===== config.mk =====
export PLATFORM = sky130hd
export DESIGN_NAME = ttm4_clock_ctrl
export DESIGN_NICKNAME = d
export VERILOG_FILES = /design/src/rtl/ttm4_clk_pkg.sv /design/src/rtl/ttm4_debounce.sv /design/src/rtl/ttm4_clock_ctrl.sv
export SDC_FILE = /design/constraint.sdc
export NUM_CORES = 1
export LEC_CHECK = 0
export BUFFER_PORTS_ARGS = -buffer_cell sky130_fd_sc_hd__buf_4
export CORE_ASPECT_RATIO = 0.9
export CORE_MARGIN = 2
export CORE_UTILIZATION = 65
export DETAILED_ROUTE_END_ITERATION = 10
export PLACE_DENSITY = 0.82
export SYNTH_ARGS = -nofsm -noshare
export SYNTH_HDL_FRONTEND = slang
export SYNTH_HIERARCHICAL = 1
export SYNTH_SLANG_ARGS = --single-unit

===== constraint.sdc =====
create_clock -name CLK -period 5.2 [get_ports CLK]
set_input_delay 0.26 -clock CLK [delete_from_list [all_inputs] [get_ports CLK]]
set_output_delay 0.26 -clock CLK [all_outputs]
set_load 0.03 [all_outputs]

===== src/rtl/ttm4_clk_pkg.sv =====
// Shared constants for the TTM4 clock/step controller: mode codes, FSM states
// and board-rate default dividers.
package ttm4_clk_pkg;

    localparam logic [1:0] MODE_HALT = 2'b00;
    localparam logic [1:0] MODE_SLOW = 2'b01;
    localparam logic [1:0] MODE_FAST = 2'b10;
    localparam logic [1:0] MODE_STEP = 2'b11;

    typedef enum logic [2:0] {
        S_IDLE    = 3'd0,
        S_RUN_HI  = 3'd1,
        S_RUN_LO  = 3'd2,
        S_STEP_HI = 3'd3,
        S_STEP_LO = 3'd4
    } state_e;

    localparam int DEF_SLOW_DIV  = 25000000;
    localparam int DEF_FAST_DIV  = 2500000;
    localparam int DEF_DB_CYCLES = 500000;

    function automatic logic is_run_mode(input logic [1:0] m);
        return (m == MODE_SLOW) || (m == MODE_FAST);
    endfunction

endpackage


===== src/rtl/ttm4_debounce.sv =====
// Push-button conditioner: 2-flop synchronizer, debounce counter, and a
// one-cycle press pulse when the accepted level falls from 1 to 0.
module ttm4_debounce
    import ttm4_clk_pkg::*;
#(
    parameter int DB_CYCLES = DEF_DB_CYCLES
) (
    input  logic clk_i,
    input  logic rst_n_i,
    input  logic btn_n_i,
    output logic press_o
);

    localparam int CW = (DB_CYCLES > 1) ? $clog2(DB_CYCLES) : 1;
    localparam logic [CW-1:0] CNT_LAST = CW'(DB_CYCLES - 1);

    logic [1:0]    sync_q;
    logic          level_q, level_d;
    logic [CW-1:0] cnt_q, cnt_d;
    logic          press_q, press_d;

    // Any sample that agrees with the accepted level restarts the count.
    always_comb begin
        level_d = level_q;
        cnt_d   = '0;
        press_d = 1'b0;
        if (sync_q[1] != level_q) begin
            if (cnt_q == CNT_LAST) begin
                level_d = sync_q[1];
                press_d = level_q;
            end else begin
                cnt_d = cnt_q + 1'b1;
            end
        end
    end

    always_ff @(posedge clk_i or negedge rst_n_i) begin
        if (!rst_n_i) begin
            sync_q  <= 2'b11;
            level_q <= 1'b1;
            cnt_q   <= '0;
            press_q <= 1'b0;
        end else begin
            sync_q  <= {sync_q[0], btn_n_i};
            level_q <= level_d;
            cnt_q   <= cnt_d;
            press_q <= press_d;
        end
    end

    assign press_o = press_q;

endmodule


===== src/rtl/ttm4_clock_ctrl.sv =====
// CPU clock generator for the TTM4 core: halt, slow/fast free-run and
// debounced single-step, with a TICK enable on every CPU_CK rising edge.
module ttm4_clock_ctrl
    import ttm4_clk_pkg::*;
#(
    parameter int SLOW_DIV  = DEF_SLOW_DIV,
    parameter int FAST_DIV  = DEF_FAST_DIV,
    parameter int DB_CYCLES = DEF_DB_CYCLES
) (
    input  logic       CLK,
    input  logic       nCLR,
    input  logic [1:0] MODE,
    input  logic       nSTEP_BTN,
    input  logic       HALT_REQ,
    output logic       CPU_CK,
    output logic       TICK,
    output logic       RUNNING,
    output logic       STEP_BUSY
);

    localparam int MAX_DIV = (SLOW_DIV > FAST_DIV) ? SLOW_DIV : FAST_DIV;
    localparam int PW      = (MAX_DIV > 1) ? $clog2(MAX_DIV) : 1;
    localparam logic [PW-1:0] SLOW_LAST = PW'(SLOW_DIV - 1);
    localparam logic [PW-1:0] FAST_LAST = PW'(FAST_DIV - 1);

    state_e        state_q, state_d;
    logic [PW-1:0] pre_q, pre_d;
    logic          slow_q, slow_d;
    logic          ck_q, ck_d;
    logic          tick_q, tick_d;
    logic          run_q, run_d;
    logic          busy_q, busy_d;
    logic          press;
    logic          phase_end;
    logic          run_ok;

    ttm4_debounce #(.DB_CYCLES(DB_CYCLES)) u_step_db (
        .clk_i   (CLK),
        .rst_n_i (nCLR),
        .btn_n_i (nSTEP_BTN),
        .press_o (press)
    );

    // slow_q selects the divider for the phase in progress; it is only
    // reloaded on a state change so a MODE edit never stretches or cuts a phase.
    assign phase_end = (pre_q == (slow_q ? SLOW_LAST : FAST_LAST));
    assign run_ok    = is_run_mode(MODE) && !HALT_REQ;

    always_comb begin
        state_d = state_q;
        slow_d  = slow_q;
        case (state_q)
            S_IDLE: begin
                if (run_ok) begin
                    state_d = S_RUN_HI;
                    slow_d  = (MODE == MODE_SLOW);
                end else if (MODE == MODE_STEP && press) begin
                    state_d = S_STEP_HI;
                    slow_d  = 1'b0;
                end
            end
            S_RUN_HI: begin
                if (phase_end) begin
                    state_d = S_RUN_LO;
                    if (MODE == MODE_SLOW)      slow_d = 1'b1;
                    else if (MODE == MODE_FAST) slow_d = 1'b0;
                end
            end
            S_RUN_LO: begin
                if (phase_end) begin
                    if (run_ok) begin
                        state_d = S_RUN_HI;
                        slow_d  = (MODE == MODE_SLOW);
                    end else begin
                        state_d = S_IDLE;
                    end
                end
            end
            S_STEP_HI: if (phase_end) state_d = S_STEP_LO;
            S_STEP_LO: if (phase_end) state_d = S_IDLE;
            default:   state_d = S_IDLE;
        endcase

        if (state_d != state_q || state_q == S_IDLE || phase_end) pre_d = '0;
        else                                                      pre_d = pre_q + 1'b1;

        // Outputs are decoded from the next state and registered, so CPU_CK
        // and TICK change on the same CLK edge and never glitch.
        ck_d   = (state_d == S_RUN_HI) || (state_d == S_STEP_HI);
        tick_d = ck_d && (state_d != state_q);
        run_d  = (state_d == S_RUN_HI) || (state_d == S_RUN_LO);
        busy_d = (state_d == S_STEP_HI) || (state_d == S_STEP_LO);
    end

    always_ff @(posedge CLK or negedge nCLR) begin
        if (!nCLR) begin
            state_q <= S_IDLE;
            pre_q   <= '0;
            slow_q  <= 1'b0;
            ck_q    <= 1'b0;
            tick_q  <= 1'b0;
            run_q   <= 1'b0;
            busy_q  <= 1'b0;
        end else begin
            state_q <= state_d;
            pre_q   <= pre_d;
            slow_q  <= slow_d;
            ck_q    <= ck_d;
            tick_q  <= tick_d;
            run_q   <= run_d;
            busy_q  <= busy_d;
        end
    end

    assign CPU_CK    = ck_q;
    assign TICK      = tick_q;
    assign RUNNING   = run_q;
    assign STEP_BUSY = busy_q;

endmodule


* After elaboration in Yosys (flattened, before gate mapping)
Cells that the tools add are included.
Word-level totals: register bits after elaboration 56
Operators by class: $add $sub $neg 2, eq/ne operators 20, mux-type cells 22, reductions and logical operators 14
Operator list (number):
- $mux 25 | 2
- $mux 19 | 2
- $add 25x1->25 const B | 1
- $eq 25x25->1 | 1
- $add 19x1->19 const B | 1
- $eq 19x19->1 const B | 1
- $mux 3 | 6
- $pmux 3 s5 | 1
- $eq 3x2->1 const B | 4
- $mux 1 | 10
- $eq 3x1->1 const B | 2
- $eq 3x3->1 const B | 2
- $logic_or 1x1->1 | 6
- $ne 2x2->1 const B | 3
- $ne 3x3->1 const B | 2
- $reduce_and 6->1 | 1
- $eq 2x2->1 const B | 2
- $logic_and 1x1->1 | 3
- $logic_not 3->1 | 1
- $ne 3x3->1 | 1
- $pmux 1 s3 | 1
- $reduce_bool 3->1 | 1
- $eq 2x1->1 const B | 1
- $reduce_and 2->1 | 1
- other kinds (2) | 2

* Logic depth before layout (Yosys ltp)
Gate-level depths: netlist of run 1.
depth after elaboration 10, mapped depth 7, mapped depth without buffers 7

* Cells and area by module
Netlist of run 1, hierarchy kept.
By module, submodules not included:
- ttm4_clock_ctrl | instances 1, cells each 193, area each 1819.2 µm², sequential area each 825.8 µm²
- ttm4_debounce | instances 1, cells each 110, area each 1122.3 µm², sequential area each 579.3 µm²

* Worst setup path before layout of run 1
OpenSTA, ideal clock, no wires.
path kind register to register, start point register pre_q[20], end point register slow_q, setup time 0.131 ns, data arrival time 1.785 ns, data required time 5.069 ns, setup slack 3.283 ns, stages on the path, launching flop included 6, cell sequence dfrtp_1 -> nand4_1 -> or4b_4 -> a211oi_4 -> nor3_1 -> or3_1
On the way: word-level cells in the longest chain between the ends 3, elaborated cells between the ends (all ways) 4, classes of those cells eq/ne (3); reduce/logical (1)
Ends and longest elaborated chain:
- start, declared | line ttm4_clock_ctrl.sv:27 | logic [PW-1:0] pre_q, pre_d;
- start signal, assigned | line ttm4_clock_ctrl.sv:106 | pre_q <= pre_d;
- $eq 25x25->1 * | line ttm4_clock_ctrl.sv:46 | assign phase_end = (pre_q == (slow_q ? SLOW_LAST : FAST_LAST));
- $ne 2x2->1 (no line)
- $reduce_and 6->1 (no line) *
- end signal, assigned | line ttm4_clock_ctrl.sv:107 | slow_q <= slow_d;
- end, declared | line ttm4_clock_ctrl.sv:28 | logic slow_q, slow_d;
Every way passes the cells marked *; elsewhere a longest branch is shown, timed or not. A chain may end at the register's enable or synchronous reset.

* Worst setup path after layout of run 1
start point register pre_q[20], end point register pre_q[6]
On the way: word-level cells in the longest chain between the ends 7, elaborated cells between the ends (all ways) 10, classes of those cells eq/ne (2); mux (6); reduce/logical (2)
Ends and longest elaborated chain:
- $eq 25x25->1 * | line ttm4_clock_ctrl.sv:46
- $mux 3 (on tied branches)
- $pmux 3 s5 | line ttm4_clock_ctrl.sv:52 | case (state_q)
- $ne 3x3->1 | line ttm4_clock_ctrl.sv:84 | if (state_d != state_q || state_q == S_IDLE || phase_end) pre_d = '0;
- $logic_or 1x1->1 | line ttm4_clock_ctrl.sv:84
- $logic_or 1x1->1 * | line ttm4_clock_ctrl.sv:84
- $mux 25 * | line ttm4_clock_ctrl.sv:84
- named net pre_d[6] | line ttm4_clock_ctrl.sv:27
Mark *: on every way through the listed nets, which the timed path passes. The rest lies on a longest branch.

==> impl_metrics.py, run 1 <==
metrics = {
    "outcome": {
        "outcome": "complete, but fails checks",
        "violations": "hold timing",
    },
    "logic_synthesis": {
        "synth_seq_cells": 56,
        "syn_area_per_cell_um2": 9.708,
        "synthMuxAreaShare_pct": 0.7656,
        "ys_seq_area_share_pct": 47.77,
        "synth_top_family_by_area": "simple AND/OR/NAND/NOR gates",
        "synthXorXnorAreaFrac_pct": 11.61,
        "yosysTopAreaCell": "dfrtp_1",
        "ys.flop_type": "dfrtp_1",
        "synth_area_mm2": 0.002942,
        "synth_top_area_share_pct": 45.09,
        "ys_types": 49,
        "ys_warn_count": 6,
        "synthSimpleGateAreaFrac_pct": 28.16,
        "syn_inst": 303,
        "synthArstFlopShare_pct": 100.0,
        "synth-adder-area-share_pct": 1.701,
        "synth_compound_area_share_pct": 6.806,
        "synth-edff-count": 0,
        "syn_nets": 313,
        "synthTopCellsByArea": "dfrtp_1 45%, xnor2_1 9.2%, nor2_1 6.8%, nand4_1 3.2%, nand3_1 3.1%",
    },
    "clocking": {
        "cts_hold_buf": 0,
        "insertion_delay_ns": 0.31,
        "post_cts_buffers": 0,
        "clock_sinks": 56,
        "clock-root-buffer": "clkbuf_8",
        "clk_path_buf_depth": 2,
        "cts_resized": 0,
        "clk_transition_reported_paths_ns": 0.10,
        "h-tree-depth": 2,
        "cts_buffers": 5,
        "cts_tree": "done",
    },
    "worst_hold_path": {
        "worstHoldPathType": "input port to asynchronous set/reset pin",
    },
    "die": {
        "die_y_um": 67.82,
        "boundaryPins": 10,
        "dieWidth_um": 74.91,
        "start_util_pct": 66.81,
        "core-area_mm2": 0.004403,
        "floorplan.die_area_mm2": 0.005080,
        "core.rowCount": 23,
    },
    "worst_setup_path": {
        "crit_path_start_kind": "flip-flop",
        "end_kind": "flip-flop",
        "worst-setup-path-type": "flip-flop to flip-flop",
        "ff2ff_path_depth": 5,
        "critical_path_required_ns": 5.38,
        "arrival_ns": 2.29,
        "cp_max_fo": 24,
        "reg2reg_slack_ns": 3.09,
    },
    "sta": {
        "min_period_ns": 2.107,
        "fin_setup_tns_ns": 0,
        "post-route-period-util_pct": 40.53,
        "max_freq_mhz": 474.5,
        "fin_skew_ns": 0.01176,
        "final_max_slew_viol_count": 0,
        "max-slew-margin-rel_pct": 52.56,
        "grt_setup_unrepaired": "false",
        "setup_viol": 0,
        "layout_setup_ws_ns": 3.093,
        "hold_slack_ns": -0.02586,
        "tightest_slew_ns": 0.7116,
        "final_hold_viol_count": 39,
    },
    "route": {
        "wl_per_cell_um": 14.37,
        "dr.first_iter.drc_count": 128,
        "drt-vias-per-instance": 5.933,
        "vias": 2207,
        "drtAntennaViolNets": 0,
        "route.met3.wl_um": 173,
        "drc": 0,
        "first_pass_iters": 5,
        "dr_wl_met2_mm": 2.646,
        "wl_met1_mm": 2.448,
        "routed.top_layer": "met4",
        "routed_wl_mm": 5.347,
    },
    "flow_run": {
        "cap_viol_max_count": 0,
    },
    "placement": {
        "dp_cells": 364,
        "dpl.hpwl_mm": 3.737,
        "io_buffers": 9,
        "gp_congestion": 0.9104,
        "post-place-ws_ns": 3.083,
    },
    "power_and_ir_drop": {
        "ir_worst_vdd_uv": 150.0,
        "powerDensity_mw_per_mm2": 267.7,
        "leakage_nw": 1.215,
    },
    "global_route": {
        "antenna_found_initial": 0,
        "overflow": 0,
        "grt_max_degree": 57,
        "grt_pass1_wl_mm": 9.508,
        "grt_pass1_vias": 2194,
        "grt_use_total_pct": 24.40,
    },
    "final_layout": {
        "drive_above_1_share_pct": 11.29,
        "finalNonFillerCells": 372,
        "seqCellArea_mm2": 0.001405,
        "antenna_cells": 0,
        "final_cell_mix": "53 x dfrtp_1, 53 x nor2_1, 31 x xnor2_1, 18 x nand3_1, 18 x nand2_1",
        "syn_to_final_growth_pct": 6.210,
        "multi_input_area_mm2": 0.001443,
        "n_fill_cell": 336,
        "layout.nets": 319,
    },
}
==> flip-flops by register name, summed over array words and instances, names as in the netlist <==
register / cells
STEP_BUSY: 1
TICK: 1
slow_q: 1
state_q: 3
u_step_db/cnt_q: 19
RUNNING: 1
u_step_db/sync_q: 2
CPU_CK: 1
u_step_db/press_o: 1
u_step_db/level_q: 1
pre_q: 25
==> layout make-up <==
cell class / instances / area share [%]
Sequential cell: 56 / 44.97
Inverter: 11 / 1.322
Tap cell: 62 / 2.483
Timing Repair Buffer: 9 / 2.163
Multi-Input combinational cell: 226 / 46.18
Clock buffer: 8 / 2.883
==> through the flow <==
stage / power [mW] / cell area [µm²] / utilization [%] / hold WS [ns]
floorplan: 0.5712 / 2942 / - / -0.03559
global placement: 0.5941 / 3034 / 68.91 / 0.3401
detailed placement: 0.6048 / 3034 / 68.91 / 0.3427
CTS: 0.8427 / 3124 / 70.96 / 0.01247
global route: 0.8837 / 3124 / 70.96 / 0.03578
finish: 0.8364 / 3124 / 70.96 / -0.02586
==> cell usage after synthesis, drive strengths merged (3+ instances only) <==
cell type and count:
buf 4, nor4 8, a21oi 5, clkbuf 6
nand4 16, or3 3, xnor2 31, and4 5
o21ai 5, dfrtp 53, nor2 53, nand3 19
inv 11, and2b 3, ha 4, dfstp 3
xor2 8, nand2 18, nor4b 5, a211oi 6
nor3 15
==> routing by layer <==
metal / vias to the layer above / GRT usage, %
li1: 1075 / -
met1: 1076 / 31.54
met2: 48 / 41.56
met3: 8 / 3.976
met4: 0 / 8.705
met5: - / 0
==> critical path, stage by stage, from the launching register on <==
cell,delay (ns)
dfrtp_1,0.45
nand4_1,0.12
or4b_4,0.55
a211o_2,0.39
nand3_2,0.35
nor2_1,0.12
==> final timing paths <==
kind | start | end
worst max register to register | pre_q[20]$_DFF_PN0_ | pre_q[6]$_DFF_PN0_
min in group CLK | nSTEP_BTN | u_step_db/sync_q[0]$_DFF_PN1_
worst max-delay path | pre_q[20]$_DFF_PN0_ | pre_q[6]$_DFF_PN0_
worst min register to register | u_step_db/sync_q[0]$_DFF_PN1_ | u_step_db/sync_q[1]$_DFF_PN1_
max in group asynchronous | nCLR | u_step_db/cnt_q[10]$_DFF_PN0_
worst min-delay path | nCLR | TICK$_DFF_PN0_
==> report_power, final <==
part	internal, mW	switching, mW
combinational	0.0406	0.0505
clock	0.109	0.132
sequential	0.466	0.0382
==> cell families after synthesis <==
family	count (synthesis)
AO/OA/AOI/OAI	25
XOR/XNOR	39
adder cells (fa/ha/maj)	4
buffers and inverters	21
flip-flops	56
multiplexers	2
AND/OR/NAND/NOR	156
Power figures use the tool's default switching activity.
==> run 2, diff against run 1 <==
- CORE_UTILIZATION: 65 -> 61
- PLACE_DENSITY: 0.82 -> 0.78
- clock period: 5.2 -> 2.1 ns (I/O delays scaled with it)
==> run 2 against run 1 <==
  * The flow now finishes without violations
  * Clock skew fell by 0.0043 ns
  * Final cell count rose by 4.8%
  * Power rose to 2.7 times the previous value
  * Sequential share of layout area fell by 2.6 points
  * Largest power group unchanged
==> impl_metrics.py, run 2 (same netlist as run 1, synthesis figures left out) <==
metrics = {
    "final_layout": {
        "final_common_cell": "nor2_1",
        "largest_reg_flops": 25,
        "antenna_cells": 0,
        "layout.nets": 337,
        "drive_above_1_share_pct": 17.38,
        "syn_to_final_growth_pct": 13.02,
        "top_register": "pre_q",
        "top_regs": "pre_q x25, u_step_db/cnt_q x19, state_q x3",
        "final_cell_mix": "53 x nor2_1, 51 x dfrtp_1, 31 x xnor2_1, 24 x buf_4",
        "seqCellArea_mm2": 0.001408,
        "n_fill_cell": 351,
        "post-route-cell-area_mm2": 0.003324,
        "finalNonFillerCells": 390,
        "final_util_pct": 73.12,
        "multi_input_area_mm2": 0.001456,
    },
    "clocking": {
        "clock-root-buffer": "clkbuf_8",
        "cts_tree": "done",
        "insertion_delay_ns": 0.31,
        "clk_path_buf_depth": 2,
        "clk_transition_reported_paths_ns": 0.10,
        "h-tree-depth": 2,
        "cts_buffers": 5,
        "clock_sinks": 56,
    },
    "die": {
        "floorplan.die_area_mm2": 0.005395,
        "core.rowCount": 23,
        "die_y_um": 69.88,
        "dieWidth_um": 77.20,
        "start_util_pct": 64.69,
        "boundaryPins": 10,
        "core-area_mm2": 0.004547,
    },
    "route": {
        "dr.first_iter.drc_count": 216,
        "wl_per_cell_um": 15.48,
        "drc": 0,
        "routed_wl_mm": 6.039,
        "drtAntennaViolNets": 0,
        "first_pass_iters": 5,
        "vias": 2350,
        "drt-vias-per-instance": 6.026,
    },
    "power_and_ir_drop": {
        "powerDensity_mw_per_mm2": 688.8,
        "clockPowerShare_pct": 32.5,
        "seq_power_share_pct": 54.1,
        "ir_worst_vdd_uv": 682.0,
        "leakage_nw": 1.325,
        "power.internal_mw": 1.685,
        "power.net_switching_mw": 0.6050,
        "switching_share_pct": 26.42,
        "p_total_mw": 2.290,
        "combPwrFrac_pct": 13.3,
    },
    "sta": {
        "final_hold_viol_count": 0,
        "fin_skew_ns": 0.007418,
        "setup_viol": 0,
        "fin_setup_tns_ns": 0,
        "max_freq_mhz": 495.9,
        "max-slew-margin-rel_pct": 53.89,
        "min_period_ns": 2.017,
        "tightest_slew_ns": 0.6917,
        "final_max_slew_viol_count": 0,
        "post-route-period-util_pct": 96.02,
    },
    "placement": {
        "place_area_mm2": 0.003144,
        "io_buffers": 9,
        "dp_cells": 377,
        "gp_congestion": 0.8506,
        "dpl.hpwl_mm": 4.035,
    },
    "global_route": {
        "gr-usage-met2_pct": 35.27,
        "busiest_layer": "met1",
        "grt_max_degree": 57,
        "grt_pass1_wl_mm": 10.52,
        "overflow": 0,
        "grt_pass1_vias": 2237,
        "antenna_found_initial": 0,
        "grtUsageMet3_pct": 4.005,
        "grt_use_total_pct": 24.51,
        "met1_usage_pct": 37.60,
    },
    "worst_setup_path": {
        "arrival_ns": 2.22,
        "worst-setup-path-type": "flip-flop to flip-flop",
        "reg2reg_slack_ns": 0.08,
        "cp_max_fo": 5,
        "crit_path_top_delay_cell": "dfrtp_1",
        "crit_path_max_incr_delay_ns": 0.39,
        "critical_path_required_ns": 2.30,
        "end_kind": "flip-flop",
        "crit_path_start_kind": "flip-flop",
        "worstPathCellList": "ha_1 > and4_4 > nand4_1 > a211o_2 > and2_1 > o31a_1",
    },
    "flow_run": {
        "cap_viol_max_count": 0,
    },
    "outcome": {
        "outcome": "completed",
    },
    "worst_hold_path": {
        "worstHoldPathType": "input port to flip-flop",
    },
}
## run 2: worst paths after layout
path | start | to | cells after the start
max in group asynchronous | nCLR | pre_q[12]$_DFF_PN0_ | 2
worst min-delay path | HALT_REQ | TICK$_DFF_PN0_ | 4
min in group asynchronous | nCLR | pre_q[18]$_DFF_PN0_ | 2
worst min register to register | u_step_db/sync_q[0]$_DFF_PN1_ | u_step_db/sync_q[1]$_DFF_PN1_ | 0
worst max register to register | pre_q[1]$_DFF_PN0_ | RUNNING$_DFF_PN0_ | 6
worst max-delay path | pre_q[1]$_DFF_PN0_ | RUNNING$_DFF_PN0_ | 6
## run 2: worst max-delay path, delay by kind of cell (launching register included)
| kind | cells | cell delay, ns |
|---|---|---|
| flops | 1 | 0.39 |
| compound gates | 2 | 0.60 |
| simple gates | 3 | 0.66 |
| fa+ha+maj | 1 | 0.25 |
## run 2: per-stage QoR
step / hold slack (ns) / setup slack [ns]
2_1_floorplan: -0.1906 / 0.1834
3_3_place_gp: 0.1951 / 0.1498
3_5_place_dp: 0.1967 / 0.09690
4_1_cts: 0.1132 / 0.06765
5_1_grt: 0.1293 / -0.04116
6_report: 0.1247 / 0.08349
## run 2: what timing repair did
item / CTS / global route
resized for setup: 0 / 5
hold buffers: 2 / 0
setup buffers: 0 / 3
endpoints found under the setup margin: 0 / 3
hold endpoints to repair: 54 / 0
## run 2: power groups by stage
stage	clock network, mW	registers (mW)	logic (mW)
2_1_floorplan	0	1.23	0.185
3_5_place_dp	0	1.25	0.258
3_3_place_gp	0	1.25	0.246
4_1_cts	0.757	1.24	0.264
6_report	0.745	1.24	0.305
5_1_grt	0.803	1.25	0.341
## run 2: area by class of cell
class	instances	area share (%)
clock buffers	6	2.484
clock inverters	2	1.167
inverters	11	1.242
multi-input cells	226	43.81
flip-flops and latches	56	42.34
well taps	62	2.333
repair buffers	27	6.624
## run 2: routing by layer
layer,vias to the layer above,part of all wire (%)
li1,1115,-
met1,1141,49
met2,81,45
met3,13,4.2
met4,0,1.9
met5,-,0
==> run 3, diff against run 2 <==
- BUFFER_PORTS_ARGS: -buffer_cell sky130_fd_sc_hd__buf_4 -> -buffer_cell sky130_fd_sc_hd__buf_2
- CORE_UTILIZATION: 61 -> 35
- PLACE_DENSITY: 0.78 -> 0.49
==> run 3 against run 2 <==
  * First-iteration DRC count fell by 77%
  * Register-to-register slack improved by 0.05 ns
  * Clock-buffer cell count is 1 lower
  * Sequential cell count is the same
  * Fmax up 2.7%
  * Hold slack lost 0.015 ns
  * Die area increased by 70%
  * Wire length fell by 3.0%
  * Combinational power decreased by 12%
  * Final cell count increased by 9.5%
  * Setup slack improved by 0.054 ns
  * Non-clock buffer count did not move
  * Critical path type unchanged
  * Largest power group unchanged
  * Highest routed layer unchanged
==> impl_metrics.py, run 3 (same netlist as run 1, synthesis figures left out) <==
metrics = {
    "sta": {
        "setup_viol": 0,
        "fin_skew_ns": 0.02154,
        "fin_setup_tns_ns": 0,
        "tightest_slew_ns": 0.7203,
        "grt_setup_unrepaired": "false",
        "max-slew-margin-rel_pct": 51.98,
        "post-route-period-util_pct": 93.47,
        "max_freq_mhz": 509.4,
        "min_period_ns": 1.963,
        "final_max_slew_viol_count": 0,
        "final_hold_viol_count": 0,
    },
    "die": {
        "core.rowCount": 31,
        "boundaryPins": 10,
        "dieWidth_um": 100.6,
        "core-area_mm2": 0.008107,
        "die_y_um": 90.97,
        "floorplan.die_area_mm2": 0.009155,
        "start_util_pct": 36.29,
    },
    "worst_setup_path": {
        "reg2reg_slack_ns": 0.14,
        "critical_path_required_ns": 2.32,
        "crit_path_start_kind": "flip-flop",
        "arrival_ns": 2.19,
        "cp_max_fo": 6,
        "end_kind": "flip-flop",
        "worst-setup-path-type": "flip-flop to flip-flop",
    },
    "final_layout": {
        "seqCellArea_mm2": 0.001406,
        "multi_input_area_mm2": 0.001455,
        "antenna_cells": 0,
        "post-route-cell-area_mm2": 0.003339,
        "final_cell_mix": "53 x nor2_1, 52 x dfrtp_1, 31 x xnor2_1, 18 x nand3_1, 18 x nand2_1",
        "n_fill_cell": 813,
        "final_common_cell": "nor2_1",
        "largest_reg_flops": 25,
        "syn_to_final_growth_pct": 13.53,
        "top_regs": "pre_q x25, u_step_db/cnt_q x19, state_q x3",
        "drive_above_1_share_pct": 17.07,
        "layout.nets": 337,
        "top_register": "pre_q",
    },
    "clocking": {
        "cts_tree": "done",
        "clock-root-buffer": "clkbuf_8",
        "insertion_delay_ns": 0.32,
        "clk_path_buf_depth": 2,
        "clk_transition_reported_paths_ns": 0.12,
        "clock_sinks": 56,
        "h-tree-depth": 2,
        "cts_buffers": 5,
    },
    "route": {
        "drc": 0,
        "dr.first_iter.drc_count": 50,
        "drt-vias-per-instance": 5.208,
        "vias": 2224,
        "drtAntennaViolNets": 0,
        "routed_wl_mm": 5.858,
        "wl_per_cell_um": 13.72,
        "first_pass_iters": 4,
    },
    "global_route": {
        "grt_pass1_wl_mm": 10.69,
        "busiest_layer": "met2",
        "grtUsageMet3_pct": 2.540,
        "grt_max_degree": 57,
        "grt_pass1_vias": 2241,
        "overflow": 0,
        "grt_use_total_pct": 14.20,
        "antenna_found_initial": 0,
        "gr-usage-met2_pct": 22.00,
        "met1_usage_pct": 20.67,
    },
    "power_and_ir_drop": {
        "ir_worst_vdd_uv": 392.5,
        "p_total_mw": 2.241,
        "leakage_nw": 1.309,
        "powerDensity_mw_per_mm2": 670.9,
    },
    "flow_run": {
        "cap_viol_max_count": 0,
    },
    "placement": {
        "gp_congestion": 0.8186,
        "place_area_mm2": 0.003176,
        "dpl.hpwl_mm": 3.966,
        "io_buffers": 9,
    },
    "worst_hold_path": {
        "worstHoldPathType": "input port to flip-flop",
    },
    "outcome": {
        "outcome": "completed",
    },
}
run 3: routing by layer:
metal  up-vias  routed length, µm
met1      1081               3040
met5         -                  0
met2        23               2632
met4         0                 44
met3         6                140
li1       1114                  -
run 3: layout make-up:
type | count | area share (%)
tap | 99 | 3.709
clock buffer | 5 | 2.061
multi-input combinational | 226 | 43.57
timing repair buffer | 27 | 5.920
clock inverter | 3 | 1.386
sequential | 56 | 42.11
inverter | 11 | 1.236
run 3: timing repair:
item / CTS / global route
endpoints found under the setup margin: 0 / 2
hold endpoints to repair: 54 / 0
setup buffers: 0 / 2
hold buffers: 2 / 0
gates resized for setup: 0 / 3
run 3: where the power goes:
group	internal [mW]	leakage (nW)	switching, mW	total [mW]
combinational	0.134	0.519	0.135	0.269
sequential	1.15	0.735	0.0846	1.24
clock	0.360	0.0548	0.373	0.733
run 3: worst paths after layout:
kind                                               startpoint                             to  cells past startpoint
worst max-delay path                      pre_q[14]$_DFF_PN0_              RUNNING$_DFF_PN0_                      5
worst min-delay path                                 HALT_REQ                 TICK$_DFF_PN0_                      4
worst max register to register            pre_q[14]$_DFF_PN0_              RUNNING$_DFF_PN0_                      5
worst min register to register  u_step_db/sync_q[0]$_DFF_PN1_  u_step_db/sync_q[1]$_DFF_PN1_                      0
max in group asynchronous                                nCLR            pre_q[17]$_DFF_PN0_                      3
min in group asynchronous                                nCLR           state_q[0]$_DFF_PN0_                      3
run 3: through the flow:
| stage | utilization, % | hold slack (ns) | setup WS, ns | instances |
|---|---|---|---|---|
| after floorplan | - | -0.1906 | 0.1834 | 303 |
| after global routing | 41.19 | 0.1278 | 0.01300 | 427 |
| after CTS | 40.84 | 0.1065 | 0.08790 | 425 |
| after global placement | 39.17 | 0.2108 | 0.1493 | 415 |
| final | 41.19 | 0.1094 | 0.1371 | 427 |
| after detailed placement | 39.17 | 0.2148 | 0.1097 | 415 |
run 3: worst max-delay path: stages (launching register included):
cell and delay (ns):
dfrtp_1 0.46, nand3_1 0.10, or4b_4 0.51, a211o_2 0.39
and2_1 0.18, o31a_1 0.23
